$ cat config.mk
export PLATFORM = sky130hd
export DESIGN_NAME = rtc_time_reader
export DESIGN_NICKNAME = d
export VERILOG_FILES = /design/src/rtl/rtc_pkg.sv /design/src/rtl/bcd_converter.sv /design/src/rtl/rtc_time_reader.sv
export SDC_FILE = /design/constraint.sdc
export NUM_CORES = 1
export LEC_CHECK = 0
export ABC_AREA = 1
export BUFFER_PORTS_ARGS = -buffer_cell sky130_fd_sc_hd__buf_2
export CAP_MARGIN = 20
export CORE_UTILIZATION = 30
export DETAILED_ROUTE_END_ITERATION = 8
export SYNTH_ARGS = -nofsm -noshare
export SYNTH_HDL_FRONTEND = slang
export SYNTH_SLANG_ARGS = --single-unit
$ cat constraint.sdc
create_clock -name clock -period 7.6 [get_ports clock]
set_input_delay 0.76 -clock clock [delete_from_list [all_inputs] [get_ports clock]]
set_output_delay 0.76 -clock clock [all_outputs]
set_load 0.01 [all_outputs]
$ cat src/rtl/rtc_pkg.sv
// Shared types and constants for the RTC time reader and its BCD helpers.
package rtc_pkg;

   typedef enum logic [2:0] {
      StIdle,
      StIssue,
      StWaitBusy,
      StWaitDone,
      StEvaluate
   } state_t;

   typedef struct packed {
      logic [4:0] hours;
      logic [5:0] minutes;
      logic [5:0] seconds;
   } rtc_time_t;

   localparam logic [7:0] RegPointer  = 8'h00;
   localparam logic [7:0] SecondsMask = 8'h7F;  // drops clock-halt bit
   localparam logic [7:0] HoursMask   = 8'h3F;  // drops 12/24 h mode bits

   // The master only moves on 1 ms ticks; allow two ticks plus margin.
   function automatic int waitBusyTimeout(input int clockFrequency);
      return 2 * (clockFrequency / 1000) + 4;
   endfunction

endpackage

$ cat src/rtl/bcd_converter.sv
// Combinational two-digit BCD <-> binary converter, one instance per time field.
module bcd_converter
   import rtc_pkg::*;
(
   input  logic [6:0] binIn,
   output logic [7:0] bcdOut,
   input  logic [7:0] bcdIn,
   output logic [7:0] binOut,
   output logic       digitsValid
);

   always_comb begin
      bcdOut      = {4'(binIn / 7'd10), 4'(binIn % 7'd10)};
      binOut      = 8'(bcdIn[7:4]) * 8'd10 + 8'(bcdIn[3:0]);
      digitsValid = (bcdIn[7:4] <= 4'd9) && (bcdIn[3:0] <= 4'd9);
   end

endmodule

$ cat src/rtl/rtc_time_reader.sv
// Polls a DS1307-class RTC through the I2C master, decodes BCD time, and
// writes a new time on request with retry and validation.
module rtc_time_reader
   import rtc_pkg::*;
#(
   parameter int         ClockFrequency = 1000000,
   parameter int         PollPeriodMs   = 1000,
   parameter logic [6:0] RtcAddress     = 7'h68,
   parameter int         MaxRetries     = 3,
   parameter int         MaxBytesToSend = 16,
   parameter int         MaxBytesToRead = 16
) (
   input  logic                                clock,
   input  logic                                reset,
   input  logic                                enable,
   input  logic                                setRequest,
   input  logic [4:0]                          setHours,
   input  logic [5:0]                          setMinutes,
   input  logic [5:0]                          setSeconds,
   output logic                                i2cStart,
   output logic [6:0]                          i2cAddress,
   output logic [$clog2(MaxBytesToSend):0]     i2cNrOfBytesToSend,
   output logic [MaxBytesToSend*8-1:0]         i2cBytesToSend,
   output logic [$clog2(MaxBytesToRead):0]     i2cNrOfBytesToRead,
   input  logic [MaxBytesToRead*8-1:0]         i2cBytesToRead,
   input  logic                                i2cReady,
   input  logic                                i2cClockStretchTimeoutReached,
   input  logic                                i2cNoAcknowledge,
   output logic [4:0]                          hours,
   output logic [5:0]                          minutes,
   output logic [5:0]                          seconds,
   output logic                                timeValid,
   output logic                                error,
   output logic                                setDone,
   output logic                                setRejected,
   output logic                                busy
);

   localparam int PollCycles    = PollPeriodMs * (ClockFrequency / 1000);
   localparam int PollWidth     = (PollCycles > 1) ? $clog2(PollCycles) : 1;
   localparam int TimeoutCycles = waitBusyTimeout(ClockFrequency);
   localparam int TimeoutWidth  = $clog2(TimeoutCycles + 1);
   localparam int RetryWidth    = (MaxRetries > 0) ? $clog2(MaxRetries + 1) : 1;
   localparam int SendWidth     = $clog2(MaxBytesToSend) + 1;
   localparam int ReadWidth     = $clog2(MaxBytesToRead) + 1;

   localparam logic [PollWidth-1:0]    PollLast    = PollWidth'(PollCycles - 1);
   localparam logic [TimeoutWidth-1:0] TimeoutLast = TimeoutWidth'(TimeoutCycles - 1);
   localparam logic [RetryWidth-1:0]   RetryLimit  = RetryWidth'(MaxRetries);

   state_t                  state, nextState;
   logic [PollWidth-1:0]    pollCount;
   logic                    pollWrap, readRequest;
   rtc_time_t               setLatch;
   logic                    pendingSet, setInRange;
   logic                    launchRead, launchWrite, txnIsWrite;
   logic [TimeoutWidth-1:0] busyCount;
   logic                    timedOut;
   logic [RetryWidth-1:0]   retryCount;
   logic                    evalFail, readValid;
   logic [7:0]              secBcd, minBcd, hourBcd, secBin, minBin, hourBin;
   logic                    secOk, minOk, hourOk;
   logic                    unusedReadBytes;

   bcd_converter secConv (
      .binIn({1'b0, setLatch.seconds}), .bcdOut(secBcd),
      .bcdIn(i2cBytesToRead[7:0] & SecondsMask), .binOut(secBin), .digitsValid(secOk)
   );
   bcd_converter minConv (
      .binIn({1'b0, setLatch.minutes}), .bcdOut(minBcd),
      .bcdIn(i2cBytesToRead[15:8]), .binOut(minBin), .digitsValid(minOk)
   );
   bcd_converter hourConv (
      .binIn({2'b00, setLatch.hours}), .bcdOut(hourBcd),
      .bcdIn(i2cBytesToRead[23:16] & HoursMask), .binOut(hourBin), .digitsValid(hourOk)
   );

   assign unusedReadBytes = ^i2cBytesToRead[MaxBytesToRead*8-1:24];
   assign i2cAddress      = RtcAddress;
   assign i2cStart        = (state == StIssue);
   assign busy            = (state != StIdle);
   assign pollWrap        = (pollCount == PollLast);
   assign setInRange      = (setHours <= 5'd23) && (setMinutes <= 6'd59) && (setSeconds <= 6'd59);
   assign evalFail        = i2cNoAcknowledge | i2cClockStretchTimeoutReached | timedOut;
   assign readValid       = secOk && minOk && hourOk &&
                            (secBin <= 8'd59) && (minBin <= 8'd59) && (hourBin <= 8'd23);

   always_ff @(posedge clock or posedge reset) begin
      if (reset) state <= StIdle;
      else       state <= nextState;
   end

   always_comb begin
      nextState   = state;
      launchWrite = 1'b0;
      launchRead  = 1'b0;
      unique case (state)
         StIdle: begin
            if (pendingSet) begin
               launchWrite = 1'b1;
               nextState   = StIssue;
            end else if (readRequest) begin
               launchRead = 1'b1;
               nextState  = StIssue;
            end
         end
         StIssue:    nextState = StWaitBusy;
         StWaitBusy: begin
            if (!i2cReady)                  nextState = StWaitDone;
            else if (busyCount == TimeoutLast) nextState = StEvaluate;
         end
         StWaitDone: if (i2cReady) nextState = StEvaluate;
         StEvaluate: nextState = (evalFail && retryCount < RetryLimit) ? StIssue : StIdle;
         default:    nextState = StIdle;
      endcase
   end

   // The set latch is consumed at launch, so a set arriving mid-write queues a fresh write.
   always_ff @(posedge clock or posedge reset) begin
      if (reset) begin
         pollCount   <= '0;
         readRequest <= 1'b0;
         setLatch    <= '0;
         pendingSet  <= 1'b0;
         setRejected <= 1'b0;
      end else begin
         pollCount   <= pollWrap ? '0 : pollCount + 1'b1;
         setRejected <= setRequest && !setInRange;
         if (pollWrap && enable) readRequest <= 1'b1;
         else if (launchRead)    readRequest <= 1'b0;
         if (setRequest && setInRange) begin
            setLatch   <= '{hours: setHours, minutes: setMinutes, seconds: setSeconds};
            pendingSet <= 1'b1;
         end else if (launchWrite) begin
            pendingSet <= 1'b0;
         end
      end
   end

   always_ff @(posedge clock or posedge reset) begin
      if (reset) begin
         txnIsWrite         <= 1'b0;
         i2cNrOfBytesToSend <= '0;
         i2cBytesToSend     <= '0;
         i2cNrOfBytesToRead <= '0;
         busyCount          <= '0;
         timedOut           <= 1'b0;
         retryCount         <= '0;
      end else begin
         if (launchWrite) begin
            txnIsWrite         <= 1'b1;
            i2cNrOfBytesToSend <= SendWidth'(4);
            i2cNrOfBytesToRead <= '0;
            i2cBytesToSend     <= {{(MaxBytesToSend*8-32){1'b0}}, hourBcd & HoursMask,
                                   minBcd, secBcd & SecondsMask, RegPointer};
         end else if (launchRead) begin
            txnIsWrite         <= 1'b0;
            i2cNrOfBytesToSend <= SendWidth'(1);
            i2cNrOfBytesToRead <= ReadWidth'(3);
            i2cBytesToSend     <= {{(MaxBytesToSend*8-8){1'b0}}, RegPointer};
         end
         if (launchWrite || launchRead) retryCount <= '0;
         else if (state == StEvaluate)
            retryCount <= (evalFail && retryCount < RetryLimit) ? retryCount + 1'b1 : '0;
         if (state == StIssue) begin
            busyCount <= '0;
            timedOut  <= 1'b0;
         end else if (state == StWaitBusy && i2cReady) begin
            if (busyCount == TimeoutLast) timedOut  <= 1'b1;
            else                          busyCount <= busyCount + 1'b1;
         end
      end
   end

   always_ff @(posedge clock or posedge reset) begin
      if (reset) begin
         hours     <= '0;
         minutes   <= '0;
         seconds   <= '0;
         timeValid <= 1'b0;
         error     <= 1'b0;
         setDone   <= 1'b0;
      end else begin
         setDone <= 1'b0;
         if (state == StEvaluate) begin
            if (evalFail) begin
               if (retryCount >= RetryLimit) error <= 1'b1;
            end else if (txnIsWrite) begin
               setDone <= 1'b1;
               error   <= 1'b0;
            end else if (readValid) begin
               hours     <= hourBin[4:0];
               minutes   <= minBin[5:0];
               seconds   <= secBin[5:0];
               timeValid <= 1'b1;
               error     <= 1'b0;
            end else begin
               error <= 1'b1;
            end
         end
      end
   end

endmodule

# == Word level (Yosys, flattened, before mapping) ==
# Index checks and enable logic that the tools add are counted.
# word_totals
register_bits,216
input_bits,152
out_inout_bits,168
# op_classes
addsub,6
multipliers,3
div_mod_pow,6
magnitude_cmp,14
eq_ne,11
n_mux,40
n_bitwise,4
n_reduce_logical,30
# op_table
op,count
two-way mux 128 bit,2
two-way mux 11 bit,3
adder 8 x 4 -> 8 bit,3
two-way mux 1 bit,21
adder 20 x 1 -> 20 bit (second input constant),1
equality test 20 bit (second input constant),1
two-way mux 20 bit,1
two-way mux 5 bit,4
<= comparator 4 bit (second input constant),4
<= comparator 8 x 6 -> 1 bit (second input constant),2
logical AND 1 bit,15
two-way mux 3 bit,5
case mux 3 bit (5 select lines),1
divider 6 x 4 -> 7 bit (second input constant),2
remainder unit 6 x 4 -> 7 bit (second input constant),2
<= comparator 6 bit (second input constant),2
nonzero test 2 bit,6
adder 11 x 1 -> 11 bit (second input constant),1
equality test 11 bit (second input constant),1
<= comparator 8 x 5 -> 1 bit (second input constant),1
divider 5 x 4 -> 7 bit (second input constant),1
remainder unit 5 x 4 -> 7 bit (second input constant),1
multiplier 4 x 3 -> 7 bit (second input constant),1
equality test 3 x 2 -> 1 bit (second input constant),2
other kinds (23),31

# == Logic depth before layout (Yosys ltp) ==
# logic_depth
depth_word,10
mapped_depth,20
depth_no_buf,20

# == Hierarchy ==
# Synthesis repeated with hierarchy kept, for this count alone.
# unflattened
hier_cells,954
area_unflattened_um2,7483.4
# by_module_without_submodules
module,instances,cells_per_inst,area_per_inst_um2,seq_area_each_um2
rtc_time_reader,1,661,5666.7,2502.4
bcd_converter at hourConv ...,2,97,598.1,0.0
bcd_converter at secConv,1,99,620.6,0.0

# == Least setup slack after synthesis ==
# OpenSTA, ideal clock, no wires.
# synth_timing
kind,input port to flip-flop
startpoint,in i2cBytesToRead[13]
endpoint,reg hours[0]
arrival_time_ns,2.679
path_slack_ns,4.804
cell_stages,13
n_path_buf,1
cell_sequence,ha_1 > ha_1 > fa_1 > inv_1 > nor2_1 > o21ai_0 > a21oi_1 > nand3_2 > nor2_4 > nand2_2 > buf_2 > nand2_1 > nand2_1
# synth_via
elab_chain_len,8
elab_cells_between_ends,11
classes_between,add/sub: 1; mul: 1; order compare: 2; reduce/logical: 7
# synth_lines
element,line,source
start: declaration,rtc_time_reader.sv:25,"input logic [MaxBytesToRead*8-1:0] i2cBytesToRead,"
"parallel branches: the longest is 5 deep, another holds adder 8 x 4 -> 8 bit",-,
logical AND 1 bit (*) (2 in a row),rtc_time_reader.sv:86,(secBin <= 8'd59) && (minBin <= 8'd59) && (hourBin <= 8'd23);
AND reduction 4 bit (no line) (*),-,
end signal: assignment,rtc_time_reader.sv:192,hours <= hourBin[4:0];
end: declaration,rtc_time_reader.sv:29,"output logic [4:0] hours,"
# Mark *: on every way between the ends.
# A chain may end at the register's enable or synchronous reset.

# == Worst setup path in the final report ==
# layout_timing
startpoint,in i2cBytesToRead[13]
endpoint,reg minutes[4]
# layout_via
elab_chain_len,8
elab_cells_between_ends,11
classes_between,add/sub: 1; mul: 1; order compare: 2; reduce/logical: 7
# layout_lines
element,line,source
"parallel branches: the longest is 8 deep, another holds adder 8 x 4 -> 8 bit",-,
end signal: assignment,rtc_time_reader.sv:193,minutes <= minBin[5:0];
end: declaration,rtc_time_reader.sv:30,"output logic [5:0] minutes,"
# Several ways; the timed one is not identified.

==> impl_results.md <==
- Synth warn: 0
- Post-CTS setup repair buffer count: 0
- TritonCTS buffer count: 9
- Period utilization: 42.5%
- Async SR Flop Fraction: 100%
- Die ar.: 0.0219 mm^2
- Final hold viol count: 0
- CP bufs+invs: 3
- Detailed Route Iter0 Violations: 198
- CP Class: in2reg
- DRC Markers: 0
- M1 WL: 6.04 mm
- Dominant synthesized flop cell: dfrtp_1
- Fin cells: 1181
- Starting Density: 30.6%
- Post-synth EDFFs: 0
- CTS root buf: clkbuf_16
- Share of cells above drive strength 1: 15.5%
- Clock-pin slew of the registers on the worst-case setup and hold paths: 0.08 ns
- Fin Setup TNS: 0 ns
- CP endpoint kind: flop
- Max-Cap Viols: 0
- Antenna violations before repair: 0
- Worst-path cell chain: buf_2 -> ha_1 -> ha_1 -> fa_1 -> inv_1 -> nor2_1 -> inv_1 -> nand3_1 -> o221ai_1 -> nor2_4 -> nand2_2 -> nand2_1 -> o21ai_2
- Vias in the first global route: 4473
- Leak pwr: 3.80 nW
- Die H: 148 um
- Critical Path Max Stage Delay: 0.50 ns
- Die width: 148 um
- Syn Inst Count: 812
- CP max-delay cell: fa_1
- Met3 WL: 503 um
- First-pass GRT wire length: 21.5 mm
- Post-DR wirelength/cell: 11.0 um
- Clk_lat worst skew: 0.36 ns
- Average size of a mapped cell: 7.89 um^2
- Drt pass-1 iters: 4
- RSZ-0062 raised after global routing: false
- Sequential-to-total area share from yosys stat: 38.7%
- Setup Skew: 0.00940 ns
- Gp weighted congestion: 0.821
- Largest net degree at the start of global routing: 55
- Hold WC Path Type: reg2reg
- Number of I/O port buffers: 91
- N_diodes: 0
- Area grow syn2layout: 9.26%
- HP Start: timeValid$_DFFE_PP0P_
- Fin crit period: 3.23 ns
- Worst Hold End: timeValid$_DFFE_PP0P_
- Post_cts resized: 0
- Cell Area, Synth: 0.00641 mm^2
- Crit-path max FO: 25
- Max IR drop VDD: 0.121 mV
- Outcome: finished, final reports clean
- Delay-heaviest family, CP: simple AND/OR/NAND/NOR gates
- Min Hold Slack: 0.463 ns
- Met2 Wirelength: 6.28 mm
- I/O pin count: 320
- Via density: 4.20
- Startpoint type of the worst setup path: input pin
- Worst r2r src: timedOut$_DFFE_PP0P_
- Fmax achieved: 309 MHz
- TritonCTS clock tree: done
- Synth unique cells: 43
- H-Tree Depth: 3
- Maximum clock insertion buffer count: 2
- Core area: 0.0210 mm^2
- Nets@finish: 1081
- Post-DP HPWL: 9.86 mm
- Overflow after GRT: 0
- Area after DPL: 0.00670 mm^2
- Fin. max-slew vios: 0
- Clk sinks: 99
- Final count of negative-setup-slack endpoints: 0
- Worst-margin pin slew: 1.04 ns
- Cells after DPL: 1165
- Power per cell area: 248 mW/mm^2
- Critical R2R Capture: minutes[4]$_DFFE_PP0P_
- Final instance area: 0.00700 mm^2
- Register bit total from synthesis: 99
- WP data required: 7.83 ns
- Antenna-violating nets left: 0
- R2R depth: 8
- WL final: 13.0 mm
- Crit path DAT: 3.46 ns
- Worst rel slew slack: 30.8%
- Vias: 4962
- Cell row count: 53
- Hold depth: 2
- Top sig layer: met4
- CTS Hold Bufs: 0
- GRT Overall Usage: 12.3%
- Total Power: 1.73 mW
- Worst R2R Setup Slack: 5.13 ns
[cell type report]
type                       instances  area (um^2)
fill                            2291        14000
multi-input combinational        587         2980
sequential                        99         2480
timing repair buffer              95          485
inverter                         109          412
tap                              275          344
clock buffer                       9          225
clock inverter                     7         78.8
[worst max path at each step]
stage,from,depth (start not counted),endpoint,slack [ns]
2_1_floorplan,reset,1,busyCount[0]$_DFFE_PP0P_,4.25
3_3_place_gp,i2cBytesToRead[13],13,hours[2]$_DFFE_PP0P_,4.04
3_5_place_dp,i2cBytesToRead[13],13,minutes[4]$_DFFE_PP0P_,4.02
4_1_cts,i2cBytesToRead[13],13,minutes[4]$_DFFE_PP0P_,4.37
5_1_grt,i2cBytesToRead[13],13,seconds[5]$_DFFE_PP0P_,4.14
6_report,i2cBytesToRead[13],13,minutes[4]$_DFFE_PP0P_,4.37
[flip-flops by register name (all words and copies together) (netlist names), 2 cells and up]
register and cells:
i2cBytesToSend 20, retryCount 2, setLatch 17, minutes 6
state 3, busyCount 11, i2cNrOfBytesToSend 2, pollCount 20
seconds 6, hours 5
[worst min-delay path: stages (launching register included)]
cell     delay [ns]
dfrtp_1        0.34
inv_1          0.04
nand2_1        0.05
[cell usage after synthesis, types with 3 or more instances]
master,n,area (um^2)
a22o_1,6,52.6
ha_1,24,300
a21oi_1,37,185
xnor2_1,6,52.6
fa_1,4,80.1
inv_1,103,387
nand4_1,11,68.8
inv_2,6,22.5
nand2_1,148,556
clkbuf_1,6,22.5
xor2_1,11,96.3
dfrtp_1,99,2480
nor2_1,61,229
nand3_1,52,260
nor3_1,12,60.1
o21a_1,3,22.5
o21ai_0,44,220
buf_4,124,931
buf_2,4,20.0
nor2_2,4,25.0
o21ai_1,7,35.0
nor4_1,6,37.5
nand2_2,5,31.3
o21ai_2,5,43.8
[where the power goes]
group	internal [mW]	switching, mW
Clock	0.234	0.234
Sequential	0.618	0.0571
Combinational	0.200	0.392
[cells in the final DEF, fill, tap and decap left out, types with 6 or more instances in the layout]
master and instances:
nand3_1 52, nand2_1 148, nor4_1 6, nand4_1 11, inv_2 6, conb_1 121, nor3_1 12, ha_1 24
dfrtp_1 99, nor2_1 61, o21ai_0 44, a22o_1 6, xor2_1 11, xnor2_1 6, a21oi_1 37, clkbuf_16 9
inv_1 102, buf_2 91, o21ai_1 7
[logic make-up after synthesis]
group                    Yosys count  synth area share (%)
AO/OA/AOI/OAI                    113                  10.1
adder cells (fa/ha/maj)           28                  5.94
buffers and inverters            245                  21.8
AND/OR/NAND/NOR                  307                  20.9
multiplexers                       1                 0.176
other                              2                 0.117
XOR/XNOR                          17                  2.32
flip-flops                        99                  38.7
[per-layer routing]
layer / track usage [%] / vias to the layer above
met4: 4.48 / 0
li1: - / 2534
met5: 0 / -
met3: 2.67 / 10
met1: 15.3 / 2293
met2: 21.0 / 125
[through the flow]
stage,utilization (%),setup WS (ns)
3_3_place_gp,32.0,4.04
3_5_place_dp,32.0,4.02
6_report,33.4,4.37
2_1_floorplan,-,4.25
5_1_grt,33.4,4.14
4_1_cts,33.4,4.37
Note: power is estimated with default switching activity, not from simulation.
